`src/rtl/sdram_frame_seq.sv`:
```
// Frame sequencer: turns whole-frame write/read requests into SDRAM burst commands,
// alternating the two channels burst by burst and rotating frames over NUM_BUF buffers.
module sdram_frame_seq #(
  parameter int unsigned ADDR_W      = 20,
  parameter int unsigned BURST_LEN   = 8,
  parameter int unsigned FRAME_WORDS = 76800,
  parameter int unsigned BUF_STRIDE  = 131072,
  parameter int unsigned NUM_BUF     = 3
) (
  input  logic              S_CLK,
  input  logic              RST_N,
  input  logic              wr_start,
  input  logic              rd_start,
  output logic              wr_busy,
  output logic              rd_busy,
  output logic              wr_frame_done,
  output logic              rd_frame_done,
  output logic [1:0]        wr_buf,
  output logic [1:0]        rd_buf,
  output logic              cmd_valid,
  input  logic              cmd_ready,
  output logic              cmd_we,
  output logic [ADDR_W-1:0] cmd_addr,
  input  logic              burst_done
);

  localparam int unsigned NUM_BURSTS = FRAME_WORDS / BURST_LEN;
  localparam int unsigned CNT_W      = (NUM_BURSTS > 1) ? $clog2(NUM_BURSTS) : 1;
  localparam logic [CNT_W-1:0] LAST_BURST = CNT_W'(NUM_BURSTS - 1);
  localparam logic [1:0]       LAST_BUF   = 2'(NUM_BUF - 1);

  typedef enum logic [1:0] {StIdle, StIssue, StWait} state_e;

  state_e            state;
  logic [CNT_W-1:0]  wr_cnt;
  logic [CNT_W-1:0]  rd_cnt;
  logic [1:0]        last_complete;
  logic              has_frame;
  logic              gnt_rd;
  logic [1:0]        wr_sel_next;
  logic [1:0]        wr_sel;
  logic [ADDR_W-1:0] wr_addr;
  logic [ADDR_W-1:0] rd_addr;

  function automatic logic [1:0] next_buf(input logic [1:0] b);
    return (b >= LAST_BUF) ? 2'd0 : b + 2'd1;
  endfunction

  // Writer never lands on the buffer the reader is still scanning.
  assign wr_sel_next = next_buf(wr_buf);
  assign wr_sel      = (rd_busy && (wr_sel_next == rd_buf)) ? next_buf(wr_sel_next) : wr_sel_next;

  assign wr_addr = ADDR_W'(wr_buf) * ADDR_W'(BUF_STRIDE) + ADDR_W'(wr_cnt) * ADDR_W'(BURST_LEN);
  assign rd_addr = ADDR_W'(rd_buf) * ADDR_W'(BUF_STRIDE) + ADDR_W'(rd_cnt) * ADDR_W'(BURST_LEN);

  always_ff @(posedge S_CLK or negedge RST_N) begin
    if (!RST_N) begin
      state         <= StIdle;
      wr_busy       <= 1'b0;
      rd_busy       <= 1'b0;
      wr_frame_done <= 1'b0;
      rd_frame_done <= 1'b0;
      wr_buf        <= 2'd0;
      rd_buf        <= 2'd0;
      cmd_valid     <= 1'b0;
      cmd_we        <= 1'b0;
      cmd_addr      <= '0;
      wr_cnt        <= '0;
      rd_cnt        <= '0;
      last_complete <= 2'd0;
      has_frame     <= 1'b0;
      gnt_rd        <= 1'b1;
    end else begin
      wr_frame_done <= 1'b0;
      rd_frame_done <= 1'b0;

      if (wr_start && !wr_busy) begin
        wr_buf  <= wr_sel;
        wr_busy <= 1'b1;
        wr_cnt  <= '0;
      end
      if (rd_start && !rd_busy) begin
        rd_buf  <= has_frame ? last_complete : 2'd0;
        rd_busy <= 1'b1;
        rd_cnt  <= '0;
      end

      unique case (state)
        StIdle: begin
          if (wr_busy || rd_busy) begin
            // With both channels pending, gnt_rd still names the previous winner.
            if (wr_busy && (!rd_busy || gnt_rd)) begin
              gnt_rd   <= 1'b0;
              cmd_we   <= 1'b1;
              cmd_addr <= wr_addr;
            end else begin
              gnt_rd   <= 1'b1;
              cmd_we   <= 1'b0;
              cmd_addr <= rd_addr;
            end
            cmd_valid <= 1'b1;
            state     <= StIssue;
          end
        end
        StIssue: begin
          if (cmd_ready) begin
            cmd_valid <= 1'b0;
            state     <= StWait;
          end
        end
        StWait: begin
          if (burst_done) begin
            state <= StIdle;
            if (gnt_rd) begin
              rd_cnt <= rd_cnt + 1'b1;
              if (rd_cnt == LAST_BURST) begin
                rd_busy       <= 1'b0;
                rd_frame_done <= 1'b1;
              end
            end else begin
              wr_cnt <= wr_cnt + 1'b1;
              if (wr_cnt == LAST_BURST) begin
                wr_busy       <= 1'b0;
                wr_frame_done <= 1'b1;
                last_complete <= wr_buf;
                has_frame     <= 1'b1;
              end
            end
          end
        end
        default: state <= StIdle;
      endcase
    end
  end

endmodule

```
`config.mk`:
```
export PLATFORM = sky130hd
export DESIGN_NAME = sdram_frame_seq
export DESIGN_NICKNAME = d
export VERILOG_FILES = /design/src/rtl/sdram_frame_seq.sv
export SDC_FILE = /design/constraint.sdc
export NUM_CORES = 1
export LEC_CHECK = 0
export CAP_MARGIN = 20
export CORE_MARGIN = 4
export CORE_UTILIZATION = 50
export CTS_CLUSTER_SIZE = 28
export DETAILED_ROUTE_END_ITERATION = 7
export PLACE_DENSITY = 0.83
export SYNTH_ARGS = -nofsm -noshare
export SYNTH_HDL_FRONTEND = slang
export SYNTH_SLANG_ARGS = --single-unit
```
`constraint.sdc`:
```
create_clock -name S_CLK -period 1.7 [get_ports S_CLK]
set_clock_uncertainty 0.2 [all_clocks]
set_input_delay 0.425 -clock S_CLK [delete_from_list [all_inputs] [get_ports S_CLK]]
set_output_delay 0.425 -clock S_CLK [all_outputs]
set_load 0.005 [all_outputs]
```
Yosys cells after proc, flatten, opt, wreduce, memory -nomap -nowiden:

Cells that the tools add are included.

* memories kept: 0
* memory bits (read-only): 0
* flip-flop bits (word level): 64
* input port bits: 6
* output and inout bits: 30
* bits in latches: 0
* RAM bits: 0
* logic and storage cells: 86

* $lt $le $gt $ge: 2
* shifts and indexed selects: 0
* multipliers: 0
* $add $sub $neg: 6
* divide/modulo/power cells: 0
* equal/unequal tests: 8
* bitwise operators: 1
* reduce and logical (&&, ||, !) cells: 14
* muxes and demuxes: 40

Operators with widths (count)
* $mux 14: 8
* $add 19x17->20: 2
* $add 14x1->14 const B: 2
* $eq 14x14->1 const B: 2
* $mux 1: 22
* $mux 20: 1
* $mux 2: 7
* $ne 2x2->1 const B: 3
* $pmux 2 s3: 1
* $reduce_and 3->1: 2
* $add 2x1->2 const B: 2
* $ge 2x2->1 const B: 2
* $logic_and 1x1->1: 4
* $reduce_and 4->1: 1
* $eq 2x1->1 const B: 1
* $eq 2x2->1: 1
* $eq 2x2->1 const B: 1
* $logic_not 1->1: 2
* $logic_not 2->1: 1
* $logic_or 1x1->1: 2
* $pmux 1 s2: 1
* $reduce_and 2->1: 1
* $reduce_bool 2->1: 1
* $not 1->1: 1

Depth between registers and ports, before layout:

* word-level depth: 7
* mapped depth: 6
* gate-level depth less buffers: 5

Least setup slack after synthesis:

OpenSTA, ideal clock, no wires.

* path type: reg-to-reg
* from: register state[0]
* to: register last_complete[0]
* clock period less this slack: 1.810 ns
* buffers on the path: 1
* required time: 1.372 ns
* data arrival time: 1.483 ns
* setup slack: -0.110 ns
* setup time: 0.128 ns
* stages on the path, launching flop included: 6
* cell sequence: dfrtp_1 and4bb_1 buf_2 and3_1 nand3_2 mux2_1

* word-level cells in the longest chain between the ends: 2

Ends and longest elaborated chain
* start, declared: RTL line 34 `state_e state;`
* start signal, assigned: RTL line 58 `state <= StIdle;`
* start signal, assigned: RTL line 102 `state <= StIssue;`
* start signal, assigned: RTL line 108 `state <= StWait;`
* $eq 2x2->1: RTL line 88 `unique case (state)`
* $reduce_and 4->1 (no line)
* end signal, assigned: RTL line 125 `last_complete <= wr_buf;`
* end, declared: RTL line 37 `logic [1:0] last_complete;`

Every way passes these cells.
A chain may end at the register's enable or synchronous reset.

Worst setup path after layout:

* from: register gnt_rd
* to: register last_complete[0]

* word-level cells in the longest chain between the ends: 2

Ends and longest elaborated chain
* start, declared: RTL line 39 `logic gnt_rd;`
* start signal, assigned: RTL line 72 `gnt_rd <= 1'b1;`
* start signal, assigned: RTL line 93 `gnt_rd <= 1'b0;`
* start signal, assigned: RTL line 97 `gnt_rd <= 1'b1;`
* $not 1->1 (no line)
* $reduce_and 4->1 (no line)

Every way passes these cells.

==> impl_results.md <==
* Crit Path Category: reg -> reg
* Final Hold Viols at 0
* Clock sinks at 60
* Switching Share at 0.330
* Part of the cycle the worst path needs at 1.04
* Failing checks: negative setup slack
* Switching pwr at 1750 uW
* Max clock buf depth at 2
* Starting Density at 0.521
* Largest fanout on the critical path at 7
* Core area at 5990 um2
* Number of synthesized register bits at 60
* Primary FF master, synth: dfrtp_1
* Maximum vdd ir drop at 0.00125 V
* DIE AREA at 7570 um2
* Area Growth Syn to Fin at 47.4%
* Clock slew at reported path FFs at 0.07 ns
* H-tree levels at 3
* Total global-route track usage at 0.253
* DRC viols at 0
* Final worst slack at -0.0761 ns
* Layout cells sized above 1 at 0.356
* Placed Instances at 484
* Synth warn at 0
* Post-synthesis cell type count at 51
* Hold Crit Class: reg -> reg
* Antenna violations before repair at 0
* Clock Latency Late Sink at 0.35 ns
* N_diodes at 0
* Internal power at 3540 uW
* Root Buffer: clkbuf_8
* PwrDens at 1150 nW/um2
* Post-synth EDFFs at 0
* Setup Viol. Count Final at 15
* Sequential power share at 0.347
* Unrepaired setup endpoints after global routing: true
* # port buffers at 31
* LEAKAGE at 0.00220 uW
* Critical Path AT at 1.81 ns
* Mapped cell area at 3120 um2
* Max frequency at 0.563 GHz
* Routed len/inst at 19.0 um
* DRT iter0 DRCs at 271
* Status: finished with violations
* Number of global-route vias before repair at 2987
* Ports at 36
* Hold slack at 0.279 ns
* Die outline height at 87.0 um
* Routed wire length at 9770 um
* Routed Antenna Nets at 0
* Cells after synthesis at 332
* Chip width at 87.0 um
* Gate power share at 0.344
* Clock share of power at 0.308
* Vias/cell at 6.01
* CTS tree: yes
* Most common cell after layout, fill and taps aside: buf_4
* Sequential fraction of the synthesis area at 0.481
* Synth Area per Inst at 9.40 um2
* Post-Layout Cell Count at 513
* Cell Rows at 28
* Worst Path Required at 1.74 ns
* Dpl hpwl at 6190 um
* Utilization after layout at 0.768
* Critical Path End Type: flip-flop
* Max Slew Vio Count at 0
* Gr ovfl total at 0
* Via count at 3081
* Most frequent cells in the layout: buf_4, dfrtp_1, nand2_1
* CP startpoint kind: flip-flop
* Initial DRT Pass Iterations at 5
* Largest net degree at the start of global routing at 21
* GP Congestion at 0.905
* TritonCTS Buffers at 9
* First-pass GRT wire length at 14600 um
* Maxcap violations at 0
* R2R setup slack at -0.08 ns
* Tmin final at 1.78 ns
* Ys async rst share at 1.00
* Nets at 441
* Power consumption at 5290 uW
## final timing paths
path / startpoint / end / depth (start not counted)
setup / recovery: gnt_rd / last_complete[0] / 4
hold / removal: cmd_addr[11] / cmd_addr[11] / 2
setup reg to reg: gnt_rd / last_complete[0] / 4
hold reg to reg: cmd_addr[11] / cmd_addr[11] / 2
max in group asynchronous: RST_N / rd_cnt[10] / 3
min in group asynchronous: RST_N / wr_cnt[5] / 2
## routing by layer
layer | routed length [um] | global-route usage | vias to the layer above
li1 | - | - | 1401
met1 | 3960 | 0.326 | 1478
met2 | 4800 | 0.406 | 162
met3 | 691 | 0.0653 | 40
met4 | 323 | 0.101 | 0
met5 | 0 | 0 | -
## critical path, stage by stage, from the launching register on
cell      delay, ns
dfstp_2        0.62
and4bb_2       0.29
and3_4         0.17
nand3_4        0.08
mux2_4         0.30
## cells by family (layout without fill, tap and decap cells)
logic type | count (synthesis) | count (layout) | synth area share
XOR/XNOR | 3 | 3 | 0.00842
AO/OA/AOI/OAI | 91 | 91 | 0.167
AND/OR/NAND/NOR | 121 | 121 | 0.216
multiplexers | 18 | 18 | 0.0585
flip-flops | 60 | 60 | 0.481
other | 1 | 4 | 0.00120
adder cells (fa/ha/maj) | 2 | 2 | 0.00801
buffers and inverters | 36 | 139 | 0.0597
## sequential cells by signal, summed over array words and instances (netlist names)
name,cells
cmd_addr,16
cmd_valid,1
cmd_we,1
gnt_rd,1
has_frame,1
last_complete,2
rd_buf,2
rd_busy,1
rd_cnt,14
rd_frame_done,1
state,2
wr_buf,2
wr_busy,1
wr_cnt,14
wr_frame_done,1
## timing repair
item,in CTS,in global routing
endpoints found under the setup margin,48,39
hold endpoints to repair,11,0
gates resized for setup,48,59
hold buffers,1,0
pin swaps,4,17
buffers inserted,8,4
cloned,0,1
## power groups by stage
stage	sequential, uW	clock, uW	combinational (uW)
5_1_grt	1860	1710	1950
2_1_floorplan	1830	0	868
3_5_place_dp	1830	0	1620
4_1_cts	1820	1640	1630
6_report	1840	1630	1820
3_3_place_gp	1820	0	1560
## metrics by stage
step                setup slack [ns]  area (um2)  setup TNS [ns]
CTS                          -0.0832        4340          -0.271
global route                  -0.127        4600           -1.82
floorplan                    -0.0538        3190          -0.128
detailed placement            -0.503        4000          -12.08
finish                       -0.0761        4600          -0.498
global placement              -0.446        4000          -10.33
## final cells by class
type                            count  area, um2
Multi-Input combinational cell    239       1690
Sequential cell                    60       1510
Fill cell                         372       1390
Timing Repair Buffer              117       1040
Clock buffer                       10        138
Clock inverter                      6        111
Tap cell                           75       93.8
Inverter                            6       22.5
## cells in the mapped netlist, types with 2 or more instances
master / instances / area share
o31a_1: 3 / 0.0084
a21o_1: 2 / 0.0048
ha_1: 2 / 0.0080
o211ai_1: 2 / 0.0048
and4b_1: 3 / 0.0096
nand3_1: 17 / 0.027
nand2_1: 41 / 0.049
clkbuf_1: 12 / 0.014
o21ai_0: 24 / 0.038
nand4_1: 9 / 0.018
nand3b_1: 3 / 0.0072
a31oi_1: 9 / 0.018
o21a_1: 2 / 0.0048
o31ai_1: 5 / 0.012
o21ai_1: 31 / 0.050
nand4b_1: 3 / 0.0084
mux2i_1: 16 / 0.051
inv_1: 5 / 0.0060
a21oi_1: 9 / 0.014
mux2_1: 2 / 0.0072
or4_1: 2 / 0.0048
buf_4: 9 / 0.022
buf_2: 8 / 0.013
and2_1: 2 / 0.0040
nand2b_1: 6 / 0.012
nor2_1: 12 / 0.014
and3_1: 5 / 0.010
nor3_1: 2 / 0.0032
or3_1: 2 / 0.0040
nor4_1: 3 / 0.0060
dfrtp_1: 59 / 0.47
xor2_1: 3 / 0.0084
No activity file was read; power rests on OpenSTA's default activity.
